### src/rtl/fetch_pkg.sv
// -----------------------------------------------------------------------------
// fetch_pkg
// Shared types and constants for the instruction fetch queue.
//   fetch_state_t : request FSM state (IDLE / WAIT / DRAIN)
//   NOP_INST      : instruction substituted for a misaligned fetch
//   fetch_entry_t : queue entry layout {pc, inst, fault} at the default width.
//                   The queue itself stores the same fields flattened so that
//                   XLEN can be overridden.
// -----------------------------------------------------------------------------
package fetch_pkg;

    localparam int FETCH_XLEN = 32;

    localparam logic [31:0] NOP_INST = 32'h0000_0013;

    typedef enum logic [1:0] {
        ST_IDLE  = 2'd0,   // no fetch outstanding
        ST_WAIT  = 2'd1,   // one fetch outstanding, response will be kept
        ST_DRAIN = 2'd2    // one fetch outstanding, response will be dropped
    } fetch_state_t;

    typedef struct packed {
        logic [FETCH_XLEN-1:0] pc;
        logic [FETCH_XLEN-1:0] inst;
        logic                  fault;
    } fetch_entry_t;

endpackage

### src/rtl/fetch_fifo.sv
// -----------------------------------------------------------------------------
// fetch_fifo
// Small synchronous FIFO holding fetched entries. Storage is a register array
// so the head is available the cycle after a push (no bypass path).
// Ports:
//   clk, rst        : clock, synchronous active-high reset
//   flush           : empties the FIFO; overrides push/pop in the same cycle
//   push, push_data : write an entry (ignored when full and not popping)
//   pop             : remove head (ignored when empty)
//   head_data       : current head entry
//   count           : number of entries held (0..DEPTH)
// -----------------------------------------------------------------------------
module fetch_fifo #(
    parameter int DEPTH = 2,
    parameter int WIDTH = 65
) (
    input  logic                     clk,
    input  logic                     rst,
    input  logic                     flush,
    input  logic                     push,
    input  logic [WIDTH-1:0]         push_data,
    input  logic                     pop,
    output logic [WIDTH-1:0]         head_data,
    output logic [$clog2(DEPTH):0]   count
);

    localparam int PW = $clog2(DEPTH);
    localparam logic [PW:0] DEPTH_C = (PW+1)'(DEPTH);

    logic [PW-1:0]  wr_ptr_reg;
    logic [PW-1:0]  rd_ptr_reg;
    logic [PW:0]    count_reg;
    logic [WIDTH-1:0] mem_reg [DEPTH];

    logic do_pop;
    logic do_push;

    assign do_pop  = pop && (count_reg != '0);
    // A full FIFO can still accept a push when the head leaves the same cycle.
    assign do_push = push && ((count_reg != DEPTH_C) || do_pop);

    genvar gi;
    generate
        for (gi = 0; gi < DEPTH; gi++) begin : g_entry
            always_ff @(posedge clk) begin
                if (rst) begin
                    mem_reg[gi] <= '0;
                end else if (do_push && !flush && (wr_ptr_reg == PW'(gi))) begin
                    mem_reg[gi] <= push_data;
                end
            end
        end
    endgenerate

    // DEPTH is a power of two, so pointers wrap by natural overflow.
    always_ff @(posedge clk) begin
        if (rst || flush) begin
            wr_ptr_reg <= '0;
            rd_ptr_reg <= '0;
            count_reg  <= '0;
        end else begin
            if (do_push) begin
                wr_ptr_reg <= wr_ptr_reg + 1'b1;
            end
            if (do_pop) begin
                rd_ptr_reg <= rd_ptr_reg + 1'b1;
            end
            if (do_push && !do_pop) begin
                count_reg <= count_reg + 1'b1;
            end else if (do_pop && !do_push) begin
                count_reg <= count_reg - 1'b1;
            end
        end
    end

    assign head_data = mem_reg[rd_ptr_reg];
    assign count     = count_reg;

endmodule

### src/rtl/instr_fetch_queue.sv
// -----------------------------------------------------------------------------
// instr_fetch_queue
// Fetch stage between the program counter and decode. Issues one instruction
// memory read per accepted PC (req/gnt/rvalid, at most one outstanding),
// queues returned words with their PC, and hands them to decode under
// valid/ready. Redirect flushes the queue and discards any in-flight response.
// Ports:
//   clk, rst                 : clock, synchronous active-high reset
//   pc_in                    : current PC from the PC stage
//   redirect                 : taken branch/jump; flush everything
//   pc_advance               : PC stage may step (request granted this cycle)
//   imem_req/addr/gnt        : request channel to instruction memory
//   imem_rvalid/rdata        : response channel
//   inst_valid/ready         : handshake to decode
//   inst_out/pc/fault        : head entry; fault marks a misaligned PC (NOP)
// -----------------------------------------------------------------------------
module instr_fetch_queue
    import fetch_pkg::*;
#(
    parameter int DEPTH = 2,
    parameter int XLEN  = 32
) (
    input  logic            clk,
    input  logic            rst,
    input  logic [XLEN-1:0] pc_in,
    input  logic            redirect,
    output logic            pc_advance,
    output logic            imem_req,
    output logic [XLEN-1:0] imem_addr,
    input  logic            imem_gnt,
    input  logic            imem_rvalid,
    input  logic [XLEN-1:0] imem_rdata,
    output logic            inst_valid,
    input  logic            inst_ready,
    output logic [XLEN-1:0] inst_out,
    output logic [XLEN-1:0] inst_pc,
    output logic            inst_fault
);

    localparam int CW = $clog2(DEPTH) + 1;
    localparam int EW = 2 * XLEN + 1;
    localparam logic [CW:0] DEPTH_C = (CW+1)'(DEPTH);

    fetch_state_t    state_reg;
    fetch_state_t    state_next;
    logic [XLEN-1:0] req_pc_reg;
    logic            fault_hold_reg;

    logic [CW-1:0]   count;
    logic [EW-1:0]   push_data;
    logic [EW-1:0]   head_data;
    logic            push;
    logic            pop;

    logic            pc_aligned;
    logic [CW:0]     occupancy;
    logic            has_credit;
    logic            resp;
    logic            drain_resp;
    logic            issue_slot;
    logic            fault_push;

    assign pc_aligned = (pc_in[1:0] == 2'b00);

    // Queue slots already spoken for: held entries plus a response we will keep.
    assign occupancy  = {1'b0, count} + {{CW{1'b0}}, (state_reg == ST_WAIT)};
    assign has_credit = (occupancy < DEPTH_C);

    assign resp       = imem_rvalid && (state_reg == ST_WAIT);
    assign drain_resp = imem_rvalid && (state_reg == ST_DRAIN);

    // A new request may go out only when nothing is outstanding, or when the
    // single outstanding response completes this very cycle.
    assign issue_slot = (state_reg == ST_IDLE) || resp || drain_resp;

    // When the outstanding response lands in a queue with no spare slot, a
    // simultaneous pop still leaves room for the next one.
    assign imem_req = !rst && !redirect && pc_aligned && issue_slot
                   && (has_credit || (resp && pop));

    assign imem_addr  = pc_in;
    assign pc_advance = imem_req && imem_gnt;

    // A misaligned PC produces a single faulting NOP and then stalls (the PC
    // does not advance) until a redirect supplies a new target.
    assign fault_push = !rst && !redirect && (state_reg == ST_IDLE)
                     && !pc_aligned && has_credit && !fault_hold_reg;

    assign push      = resp || fault_push;
    assign push_data = resp ? {req_pc_reg, imem_rdata, 1'b0}
                            : {pc_in, XLEN'(NOP_INST), 1'b1};

    assign inst_valid = (count != '0);
    assign pop        = inst_valid && inst_ready;

    assign inst_pc    = head_data[EW-1 -: XLEN];
    assign inst_out   = head_data[XLEN:1];
    assign inst_fault = head_data[0];

    fetch_fifo #(
        .DEPTH (DEPTH),
        .WIDTH (EW)
    ) u_fifo (
        .clk       (clk),
        .rst       (rst),
        .flush     (redirect),
        .push      (push),
        .push_data (push_data),
        .pop       (pop),
        .head_data (head_data),
        .count     (count)
    );

    always_comb begin
        state_next = state_reg;
        case (state_reg)
            ST_IDLE: begin
                if (pc_advance) begin
                    state_next = ST_WAIT;
                end
            end
            ST_WAIT: begin
                if (redirect) begin
                    // Response arriving with the redirect needs no draining.
                    state_next = imem_rvalid ? ST_IDLE : ST_DRAIN;
                end else if (imem_rvalid) begin
                    state_next = pc_advance ? ST_WAIT : ST_IDLE;
                end
            end
            ST_DRAIN: begin
                if (imem_rvalid) begin
                    state_next = pc_advance ? ST_WAIT : ST_IDLE;
                end
            end
            default: begin
                state_next = ST_IDLE;
            end
        endcase
    end

    always_ff @(posedge clk) begin
        if (rst) begin
            state_reg      <= ST_IDLE;
            req_pc_reg     <= '0;
            fault_hold_reg <= 1'b0;
        end else begin
            state_reg <= state_next;
            if (pc_advance) begin
                req_pc_reg <= pc_in;
            end
            if (redirect) begin
                fault_hold_reg <= 1'b0;
            end else if (fault_push) begin
                fault_hold_reg <= 1'b1;
            end
        end
    end

endmodule

### config.mk
export PLATFORM = sky130hd
export DESIGN_NAME = instr_fetch_queue
export DESIGN_NICKNAME = d
export VERILOG_FILES = /design/src/rtl/fetch_pkg.sv /design/src/rtl/fetch_fifo.sv /design/src/rtl/instr_fetch_queue.sv
export SDC_FILE = /design/constraint.sdc
export NUM_CORES = 1
export LEC_CHECK = 0
export CORE_UTILIZATION = 50
export CTS_CLUSTER_SIZE = 30
export DETAILED_ROUTE_END_ITERATION = 10
export PLACE_DENSITY = 0.79
export SYNTH_ARGS = -nofsm -noshare
export SYNTH_HDL_FRONTEND = slang
export SYNTH_SLANG_ARGS = --single-unit
### constraint.sdc
create_clock -name clk -period 3.58 [get_ports clk]
set_input_delay 0.716 -clock clk [delete_from_list [all_inputs] [get_ports clk]]
set_output_delay 0.716 -clock clk [all_outputs]
set_load 0.05 [all_outputs]
==> impl_metrics.tcl <==
set metrics [dict create \
    die_width_um 126 \
    synthTopCellsByCount "nor2_1 (136), edfxtp_1 (130), mux2_2 (66), nand2b_1 (60), dfxtp_1 (40)" \
    num_io_pins 170 \
    min_period_over_period_pct 86.0 \
    clock_sinks 170 \
    post-route-drc-count 0 \
    finalSetupViolations 0 \
    power.density_nw_per_um2 479 \
    synthSimpleGateAreaFrac_pct 15.0 \
    grt_start_max_net_pins 64 \
    syn-mean-instance-area_sq_um 12.0 \
    critical_path.max_stage_delay_ns 0.73 \
    cp_top_family "buffers and inverters" \
    critPathArrivalTime_ns 2.36 \
    dieArea_sq_um 16000 \
    min_period_ns 3.08 \
    h-tree-depth 4 \
    numCtsBuffers 17 \
    syn_inst 644 \
    rr_endpoint "u_fifo.mem_reg[0][28]" \
    slew_headroom_pct 59.3 \
    post_cts_resized 0 \
    timing.rr.start "u_fifo.count[1]" \
    yosysUniqueCellTypes 33 \
    min_path_type "reg2reg" \
    cp_cell_sequence "buf_12 -> mux2_2 -> clkdlybuf4s50_1" \
    first_iter_violations 391 \
    gp_congestion 0.784 \
    synth_top_area_cell "edfxtp_1" \
    grt_use_total_pct 21.4 \
    mappedNetlistArea_sq_um 7740 \
    vias_per_cell 5.39 \
    grt_overflow_total 0 \
    grt_pass1_vias 5344 \
    largest_reg_flops 130 \
    synth_most_common_cell "nor2_1" \
    grt_pass1_wl_um 26000 \
    wire_per_inst_um 16.9 \
    synth.area.top_cells "edfxtp_1 (50%), dfxtp_1 (10%), mux2_2 (9.6%)" \
    start_kind "flip-flop" \
    hold_viol_final 0 \
    synth_top_cell_area_share_pct 50.4 \
    antenna_found_initial 0 \
    fin_tns_setup_ns 0 \
    root_buffer "clkbuf_16" \
    die-height_um 126 \
    row_count 45 \
    cts_hold_buf 0 \
    layout-drive-gt1-share_pct 15.1 \
    ys.flop_type "edfxtp_1" \
    cp-endpoint "inst_pc[28]" \
    criticalPathCategory "reg2out" \
    reg2reg_slack_ns 1.17 \
    synth_compound_area_share_pct 4.20 \
    synth_edf_count 130 \
    cts_tree "built" \
    clockBufferDepth 2 \
    via_count 5225 \
    diodes 0 \
    portBuffers 169 \
    skew_ns 0.00890 \
    first_pass_iters 7 \
    ys_seq_area_share_pct 60.8 \
    syn_nets 715 \
    leakagePower_nw 3.43 \
    yosys.area_share.adder_pct 0.291 \
    timing.fmax_mhz 325 \
    path_buf_inv 2 \
    drt_wl_total_um 16400 \
    post_cts_buffers 0 \
    status "finished clean" \
    yosys_warnings 0 \
    syn2layout_area_growth_pct 28.9 \
    dp.final_hpwl_um 10400 \
    setup.worst_path.end_class "output pin" \
    crit_fanout 48 \
    cp.depth 3 \
    final_net_count 840 \
    synth_top_family_by_area "simple AND/OR/NAND/NOR gates" \
    ant_nets 0 \
    worstMarginPinSlew_ns 0.610 \
    async_reset_ff_share_pct 0 \
    drv_slew 0 \
    start_util_pct 51.1 \
    ir_drop_uv 325 \
    fin_util_pct 65.9 \
    crit_required_ns 2.86 \
    synth-seq-cells 170 \
    drv_cap 0 \
    synth_mux_area_share_pct 13.6 \
    crit_slowest_cell "clkdlybuf4s50_1" \
    insertion_delay_ns 0.43 \
    path_clk_slew_ns 0.06 \
    synth_xor_xnor_area_share_pct 0.339 \
    core_area_sq_um 15100 \
    rsz0062_at_grt "no" \
    worstRegToRegCells 5 \
]
how the worst min path moves through the flow:
stage / startpoint / endpoint / slack (ns) / depth (start not counted)
floorplan: fault_hold_reg / fault_hold_reg / 0.43 / 2
global placement: fault_hold_reg / fault_hold_reg / 0.45 / 2
detailed placement: fault_hold_reg / fault_hold_reg / 0.46 / 2
CTS: fault_hold_reg / fault_hold_reg / 0.47 / 2
global route: req_pc_reg[0] / req_pc_reg[0] / 0.49 / 1
finish: fault_hold_reg / fault_hold_reg / 0.47 / 2
layout by cell type, fill, tap and decap left out, drive strengths merged, types with 2 or more instances in the layout:
cell type      netlist  final
xor2                 3      3
nand2b              60     60
edfxtp             130    130
clkbuf              22     25
nand2               38     38
inv                  2      2
nor3                 5      5
a21oi                7      7
mux2i               31     31
mux2                66     66
o21ba                2      2
a22oi               32     32
clkinvlp             0      2
nor3b                3      3
dfxtp               40     40
or3                  3      3
or2                  2      2
nor2               136    136
clkinv               0      4
buf                 52     14
clkdlybuf4s50        0    166
through the flow:
step / cells / cell area (sq um) / power [mW] / setup WS [ns] / hold WS, ns
2_1_floorplan: 644 / 7740 / 2.81 / 0.546 / 0.435
3_3_place_gp: 938 / 9430 / 3.09 / 0.622 / 0.446
3_5_place_dp: 938 / 9430 / 3.11 / 0.525 / 0.459
4_1_cts: 970 / 9980 / 4.81 / 0.463 / 0.473
5_1_grt: 970 / 9980 / 4.94 / 0.406 / 0.489
6_report: 970 / 9980 / 4.78 / 0.502 / 0.470
routing by layer:
metal	routed length, um	vias up	GRT usage (%)
met3	1120	17	5.23
met2	8180	230	37.2
li1	-	2466	-
met4	193	0	7.58
met1	6890	2512	26.0
met5	0	-	0
worst register-to-register path, cell delays in order (launching register included):
cell	delay [ns]
dfxtp_1	0.35
or4_1	0.60
nor2_1	0.22
o21ba_2	0.21
a21o_4	0.38
buf_12	0.32
logic make-up after synthesis:
logic type / Yosys count
and+or+nand+nor: 251
DFF: 170
muxes: 97
buffers and inverters: 76
AOI/OAI and AO/OA: 45
xor gates and xnor gates: 3
adders and majority gates: 2
report_power, final:
group,switching (mW),internal [mW],total [mW]
Combinational,0.508,0.303,0.810
Sequential,0.0289,2.22,2.25
Clock,0.713,1.01,1.72
cell type report:
class | count | area, sq um
clock buffer | 25 | 485
clock inverter | 7 | 68.8
fill | 1058 | 5160
inverter | 2 | 7.51
multi-input combinational | 398 | 2610
sequential | 170 | 4710
tap | 188 | 235
timing repair buffer | 180 | 1860
Note: power is estimated with default switching activity, not from simulation.
